$ cat src/rtl/shift_sat_pkg.sv
// Shared constants, widths and arithmetic helpers for the runtime shifter.
package shift_sat_pkg;

  localparam int ROUND_TRUNCATE = 0;
  localparam int ROUND_NEAREST  = 1;

  // Saturation is evaluated on a wide signed value so any lane width fits.
  localparam int SAT_W = 64;

  typedef struct packed {
    logic signed [SAT_W-1:0] value;
    logic                    clip_hi;
    logic                    clip_lo;
  } sat_t;

  // Headroom for a full left shift plus one sign bit.
  function automatic int ext_width(int din_w, int max_shift);
    return din_w + max_shift + 1;
  endfunction

  // Limit a requested shift to the legal +/-max_shift window.
  function automatic logic signed [31:0] clamp_shift(logic signed [31:0] s, int max_shift);
    if (s > max_shift) return max_shift;
    if (s < -max_shift) return -max_shift;
    return s;
  endfunction

  // Clamp to the representable range of the output word and report which side clipped.
  function automatic sat_t saturate(logic signed [SAT_W-1:0] v, int dout_w, bit is_signed);
    logic signed [SAT_W-1:0] hi;
    logic signed [SAT_W-1:0] lo;
    sat_t r;
    if (is_signed) begin
      hi = (64'sd1 <<< (dout_w - 1)) - 64'sd1;
      lo = -(64'sd1 <<< (dout_w - 1));
    end else begin
      hi = (64'sd1 <<< dout_w) - 64'sd1;
      lo = '0;
    end
    r.value   = v;
    r.clip_hi = 1'b0;
    r.clip_lo = 1'b0;
    if (v > hi) begin
      r.value   = hi;
      r.clip_hi = 1'b1;
    end else if (v < lo) begin
      r.value   = lo;
      r.clip_lo = 1'b1;
    end
    return r;
  endfunction

endpackage

$ cat src/rtl/shift_sat_lane.sv
// One channel of the shifter: stage 1 shifts/rounds, stage 2 saturates.
module shift_sat_lane
  import shift_sat_pkg::*;
#(
  parameter int DIN_WIDTH   = 16,
  parameter int DOUT_WIDTH  = 16,
  parameter int MAX_SHIFT   = 8,
  parameter int SHIFT_WIDTH = 5,
  parameter bit IS_SIGNED   = 1'b1,
  parameter int RMODE       = ROUND_TRUNCATE
) (
  input  logic                          clk,
  input  logic                          rst_n,
  input  logic                          en,
  input  logic [DIN_WIDTH-1:0]          din,
  input  logic signed [SHIFT_WIDTH-1:0] shift,
  output logic [DOUT_WIDTH-1:0]         dout,
  output logic [1:0]                    warning
);

  localparam int EXT = ext_width(DIN_WIDTH, MAX_SHIFT);

  logic                   sign_in;
  logic [SHIFT_WIDTH-1:0] mag;
  logic signed [EXT-1:0]  ext_val;
  logic signed [EXT-1:0]  rnd_val;
  logic signed [EXT-1:0]  shf_val;
  logic signed [EXT-1:0]  shf_p1;
  sat_t                   sat_res;
  logic [DOUT_WIDTH-1:0]  dout_p2;
  logic [1:0]             warn_p2;
  logic                   unused_hi;

  // Widen the sample, then shift left or round-and-shift right by |shift|.
  always_comb begin
    sign_in = IS_SIGNED ? din[DIN_WIDTH-1] : 1'b0;
    ext_val = {{(EXT-DIN_WIDTH){sign_in}}, din};
    mag     = shift[SHIFT_WIDTH-1] ? SHIFT_WIDTH'(-shift) : shift;
    rnd_val = ext_val;
    if (RMODE == ROUND_NEAREST && shift[SHIFT_WIDTH-1])
      rnd_val = ext_val + (EXT'(1) << (mag - SHIFT_WIDTH'(1)));
    if (shift == '0)
      shf_val = ext_val;
    else if (!shift[SHIFT_WIDTH-1])
      shf_val = ext_val <<< mag;
    else
      shf_val = rnd_val >>> mag;
  end

  // Stage 1 boundary: hold the shifted wide value.
  always_ff @(posedge clk or negedge rst_n) begin
    if (!rst_n)  shf_p1 <= '0;
    else if (en) shf_p1 <= shf_val;
  end

  // Clamp the wide value to the output word.
  always_comb begin
    sat_res = saturate(SAT_W'(shf_p1), DOUT_WIDTH, IS_SIGNED);
  end

  assign unused_hi = ^sat_res.value[SAT_W-1:DOUT_WIDTH];

  // Stage 2 boundary: register saturated sample and its clip flags together.
  always_ff @(posedge clk or negedge rst_n) begin
    if (!rst_n) begin
      dout_p2 <= '0;
      warn_p2 <= '0;
    end else if (en) begin
      dout_p2 <= sat_res.value[DOUT_WIDTH-1:0];
      warn_p2 <= {sat_res.clip_lo, sat_res.clip_hi};
    end
  end

  assign dout    = dout_p2;
  assign warning = warn_p2;

endmodule

$ cat src/rtl/shift_sat_pipe.sv
// Multi-channel runtime shifter with saturation on a 2-stage valid/ready pipe.
module shift_sat_pipe
  import shift_sat_pkg::*;
#(
  parameter int    DIN_WIDTH   = 16,
  parameter int    DOUT_WIDTH  = 16,
  parameter int    N_CHANNELS  = 1,
  parameter string DATA_TYPE   = "signed",
  parameter int    MAX_SHIFT   = 8,
  parameter int    SHIFT_WIDTH = 5,
  parameter string ROUND_MODE  = "truncate"
) (
  input  logic                           clk,
  input  logic                           rst_n,
  input  logic signed [SHIFT_WIDTH-1:0]  shift_amt,
  input  logic                           shift_load,
  input  logic [N_CHANNELS*DIN_WIDTH-1:0] din,
  input  logic                           din_valid,
  output logic                           din_ready,
  output logic [N_CHANNELS*DOUT_WIDTH-1:0] dout,
  output logic                           dout_valid,
  input  logic                           dout_ready,
  output logic [2*N_CHANNELS-1:0]        warning,
  output logic [N_CHANNELS-1:0]          ovf_sticky,
  input  logic                           ovf_clear
);

  localparam bit IS_SIGNED = (DATA_TYPE == "signed");
  localparam int RMODE     = (ROUND_MODE == "nearest") ? ROUND_NEAREST : ROUND_TRUNCATE;

  logic signed [SHIFT_WIDTH-1:0] shift_q;
  logic                          en;
  logic                          vld_p1;
  logic                          vld_p2;
  logic                          out_xfer;
  logic [N_CHANNELS-1:0]         sticky_set;

  assign en        = !vld_p2 || dout_ready;
  assign din_ready = en;
  assign out_xfer  = vld_p2 && dout_ready;

  // Shift amount register; samples accepted from the next cycle use the new value.
  always_ff @(posedge clk or negedge rst_n) begin
    if (!rst_n)          shift_q <= '0;
    else if (shift_load) shift_q <= SHIFT_WIDTH'(clamp_shift(32'(shift_amt), MAX_SHIFT));
  end

  // Valid tokens advance with the datapath only when the pipe is enabled.
  always_ff @(posedge clk or negedge rst_n) begin
    if (!rst_n) begin
      vld_p1 <= 1'b0;
      vld_p2 <= 1'b0;
    end else if (en) begin
      vld_p1 <= din_valid;
      vld_p2 <= vld_p1;
    end
  end

  assign dout_valid = vld_p2;

  for (genvar c = 0; c < N_CHANNELS; c++) begin : g_lane
    shift_sat_lane #(
      .DIN_WIDTH  (DIN_WIDTH),
      .DOUT_WIDTH (DOUT_WIDTH),
      .MAX_SHIFT  (MAX_SHIFT),
      .SHIFT_WIDTH(SHIFT_WIDTH),
      .IS_SIGNED  (IS_SIGNED),
      .RMODE      (RMODE)
    ) u_lane (
      .clk    (clk),
      .rst_n  (rst_n),
      .en     (en),
      .din    (din[c*DIN_WIDTH +: DIN_WIDTH]),
      .shift  (shift_q),
      .dout   (dout[c*DOUT_WIDTH +: DOUT_WIDTH]),
      .warning(warning[2*c +: 2])
    );
  end

  // A channel flags overflow when a clipped sample actually leaves the block.
  always_comb begin
    sticky_set = '0;
    for (int c = 0; c < N_CHANNELS; c++)
      sticky_set[c] = out_xfer && (|warning[2*c +: 2]);
  end

  // Sticky overflow: a new event beats a simultaneous clear.
  always_ff @(posedge clk or negedge rst_n) begin
    if (!rst_n) begin
      ovf_sticky <= '0;
    end else begin
      for (int c = 0; c < N_CHANNELS; c++) begin
        if (sticky_set[c])  ovf_sticky[c] <= 1'b1;
        else if (ovf_clear) ovf_sticky[c] <= 1'b0;
      end
    end
  end

endmodule

$ cat config.mk
export PLATFORM = sky130hd
export DESIGN_NAME = shift_sat_pipe
export DESIGN_NICKNAME = d
export VERILOG_FILES = /design/src/rtl/shift_sat_pkg.sv /design/src/rtl/shift_sat_lane.sv /design/src/rtl/shift_sat_pipe.sv
export SDC_FILE = /design/constraint.sdc
export NUM_CORES = 1
export LEC_CHECK = 0
export BUFFER_PORTS_ARGS = -buffer_cell sky130_fd_sc_hd__buf_2
export CORE_MARGIN = 10
export CORE_UTILIZATION = 40
export DETAILED_ROUTE_END_ITERATION = 16
export PLACE_DENSITY = 0.62
export SLEW_MARGIN = 0
export SYNTH_ARGS = -nofsm -noshare
export SYNTH_HDL_FRONTEND = slang
export SYNTH_HIERARCHICAL = 1
export SYNTH_SLANG_ARGS = --single-unit
export TNS_END_PERCENT = 10
$ cat constraint.sdc
create_clock -name clk -period 3.2 [get_ports clk]
set_input_delay 0.48 -clock clk [delete_from_list [all_inputs] [get_ports clk]]
set_output_delay 0.48 -clock clk [all_outputs]
set_load 0.05 [all_outputs]
==> metrics.md <==
| Metric | Value |
|---|---|
| Antenna violations before repair | 0 |
| Cell area after placement | 4240 µm² |
| Die Width | 118 µm |
| Largest net degree at the start of global routing | 37 |
| CP max stage delay | 500 ps |
| GRT Resource Usage Total | 16.9% |
| Met1 Track Usage GR | 23.5% |
| CP Capture Type | flop |
| # port buffers | 47 |
| Rows | 35 |
| Post-synthesis sequential area ratio | 33.0% |
| Area growth from synthesis to layout | 12.2% |
| Post-synth top area cell | dfrtp_1 |
| Iter 0 DRT Violations | 474 |
| Met2 usage | 24.9% |
| Vias per cell | 5.87 |
| R2r startpoint | shift_q[1] |
| Syn avg cell area | 8.47 µm² |
| Worst Setup Path Type | reg -> reg |
| Core area | 9330 µm² |
| Adder-cell share of the synthesized area | 0.323% |
| First-pass GRT wire length | 19.9 mm |
| Final period utilization | 83.8% |
| Max Cap Violations | 0 |
| Final Max Slew Viols | 0 |
| CP delay by family, top | multiplexers |
| DR pass1 iterations | 5 |
| Xor/xnor share of the synthesized area | 2.78% |
| Register bit total from synthesis | 51 |
| Worst path slowest cell | dfrtp_1 |
| Synth async-reset ratio | 100% |
| Status | finished clean |
| # diodes | 0 |
| Synthesis Warnings | 6 |
| LEAKAGE | 0.00184 µW |
| Mux contribution to synthesized area | 17.5% |
| Placed cells | 614 |
| CTS Sinks | 51 |
| Synth unique cells | 60 |
| Main combinational cell family by area after synthesis | compound AO/OA/AOI/OAI gates |
| Clock transition at path regs | 90 ps |
| Crit-path max FO | 27 |
| Routability cong. | 0.930 |
| Critical path startpoint category | flop |
| Detailed placement HPWL | 9.12 mm |
| RSZ-0062 raised after global routing | no |
| Max Buffers Root-to-Sink | 2 |
| GR Overflow Total | 0 |
| Post-CTS Resized | 0 |
| DRC Markers | 0 |
| Skew-Pair Late Insertion Delay | 300 ps |
| Measured slew at the worst slew-check pin | 879 ps |
| Grt peak-use layer | met2 |
| DIE HEIGHT | 118 µm |
| IO Count | 48 |
| Reg2reg end | g_lane[0].u_lane/shf_p1[8] |
| Setup Viol. Count Final | 0 |
| Final nets | 520 |
| Hold buffers post-CTS | 0 |
| Post-synthesis simple-gate area fraction | 17.9% |
| H-tree levels | 2 |
| Critical path data arrival time | 2910 ps |
| Vias in the first global route | 3584 |
| Post-route cell area | 4340 µm² |
| Yosys top cell area share | 33.0% |
| Post-synth EDFFs | 0 |
| Met3 usage | 3.66% |
| Final cell count without fillers | 621 |
| WL/cell | 19.2 µm |
| Slew margin rel. | 41.0% |
| FMAX | 0.373 GHz |
| Final Hold Vio Count | 0 |
| Share of post-route cells with drive strength above 1 | 20.7% |
| Post-synth net total | 485 |
| Area contributors post-synth | dfrtp_1 33%, mux2i_1 10%, a21oi_1 6.0% |
| Worst path cell trace | inv_1 > ha_1 > nand2b_4 > xnor2_4 > buf_4 > mux2_2 > mux2i_1 > a22oi_1 > a21oi_1 |
| Layout Skew | 7.77 ps |
| Post-Syn Area | 3870 µm² |
| Root Driver | clkbuf_8 |
| Cells after synthesis | 457 |
| Critical path buffers and inverters | 2 |
| Max IR drop VDD | 224 µV |
| Reg-to-reg slack, setup | 520 ps |
| Via count | 3645 |
| Synth Area in Compound Gates | 23.1% |
| WL final | 11.9 mm |
| Die area | 14000 µm² |
| Worst reg2reg path depth | 9 |
| Setup TNS | 0 ps |
| Top FF cell, synth | dfrtp_1 |
| Critical Path RT | 3420 ps |
| Post-CTS Setup Bufs | 0 |
| PwrDens | 643 nW/µm² |
| Antenna viol nets, final | 0 |
| Initial core utilization | 41.5% |
| Tmin final | 2680 ps |
| CTS Buf Count | 5 |
| Worst min path class | in -> async |
| CTS tree | yes |
-- final cells by class --
cell class | instances | area (µm²)
clock buffers | 5 | 68.8
clock inverters | 2 | 37.5
fillers | 953 | 4990
inverters | 13 | 48.8
multi-input cells | 359 | 2390
flip-flops and latches | 51 | 1280
well taps | 129 | 161
repair buffers | 62 | 360
-- metrics by stage --
stage | setup slack (ps) | power [µW] | utilization, % | hold WS, ps
final | 517 | 2790 | 46.5 | 246
after global routing | 361 | 2970 | 46.5 | 294
after CTS | 572 | 2800 | 46.5 | 270
after detailed placement | 580 | 2350 | 45.4 | 458
after global placement | 612 | 2350 | 45.4 | 450
after floorplan | 668 | 1960 | - | 184
-- flip-flops by register name, indices dropped and copies added (netlist names) --
signal and cells:
vld_p1 1, g_lane.u_lane/dout 16, g_lane.u_lane/warning 2, g_lane.u_lane/shf_p1 25, ovf_sticky 1, shift_q 5
dout_valid 1
-- power breakdown --
group / switching (µW) / leakage (µW) / internal [µW]
Sequential: 121 / 0.000587 / 816
Clock: 206 / 0.0000502 / 229
Combinational: 943 / 0.00120 / 476
Total: 1270 / 0.00184 / 1520
-- metal layers --
metal / up-vias / wire length [µm]
met5: - / 0
met4: 0 / 348
met3: 30 / 953
met2: 169 / 5000
met1: 1716 / 5630
li1: 1730 / -
-- Yosys cell counts, types with 5 or more instances --
| cell type | count |
|---|---|
| buf_4 | 5 |
| o211ai_1 | 8 |
| dfrtp_1 | 51 |
| clkbuf_1 | 18 |
| mux2_2 | 14 |
| a21oi_1 | 46 |
| a221oi_1 | 8 |
| nor2_1 | 53 |
| nor2b_1 | 6 |
| nand2_1 | 60 |
| inv_1 | 12 |
| nand3_1 | 8 |
| o21ai_0 | 21 |
| nand2b_1 | 8 |
| nor3_1 | 5 |
| o22ai_1 | 9 |
| mux2i_1 | 40 |
| a31oi_1 | 7 |
| buf_2 | 10 |
-- worst reg2reg max path: stages (launching register included) --
cell	delay [ps]
dfrtp_1	500
inv_1	80
ha_1	270
nand2b_4	220
xnor2_4	140
buf_4	350
mux2_2	400
mux2i_1	290
a22oi_1	150
a21oi_1	200
-- cell usage in the layout, fill, tap and decap left out, drive strengths merged, types with 4 or more instances in the layout --
cell / n
a221o: 4
nor2b: 6
clkbuf: 5
mux4: 4
o22ai: 9
nand2b: 10
nand3: 8
o211ai: 8
mux2i: 40
xnor2: 4
a21oi: 46
mux2: 16
a211oi: 4
a221oi: 10
buf: 62
dfrtp: 51
inv: 12
a31oi: 7
nor3: 5
nand2: 60
xor2: 4
nor2: 53
o21ai: 23
-- cells by family (layout without fill, tap and decap cells) --
family | after synthesis | count (layout)
compound gates | 135 | 135
xor+xnor | 8 | 8
fa+ha+maj | 1 | 1
buf+inv | 47 | 82
flops | 51 | 51
mux | 60 | 60
simple gates | 155 | 155
-- how the worst max path moves through the flow --
stage / start / end / depth (start not counted)
after floorplan: shift_q[0] / g_lane[0].u_lane/shf_p1[13] / 10
after global placement: shift_q[1] / g_lane[0].u_lane/shf_p1[12] / 9
after global routing: shift_q[1] / g_lane[0].u_lane/shf_p1[13] / 9
after detailed placement: shift_q[1] / g_lane[0].u_lane/shf_p1[12] / 9
final: shift_q[1] / g_lane[0].u_lane/shf_p1[8] / 9
after CTS: shift_q[1] / g_lane[0].u_lane/shf_p1[12] / 9
(Power assumes the default switching activity.)
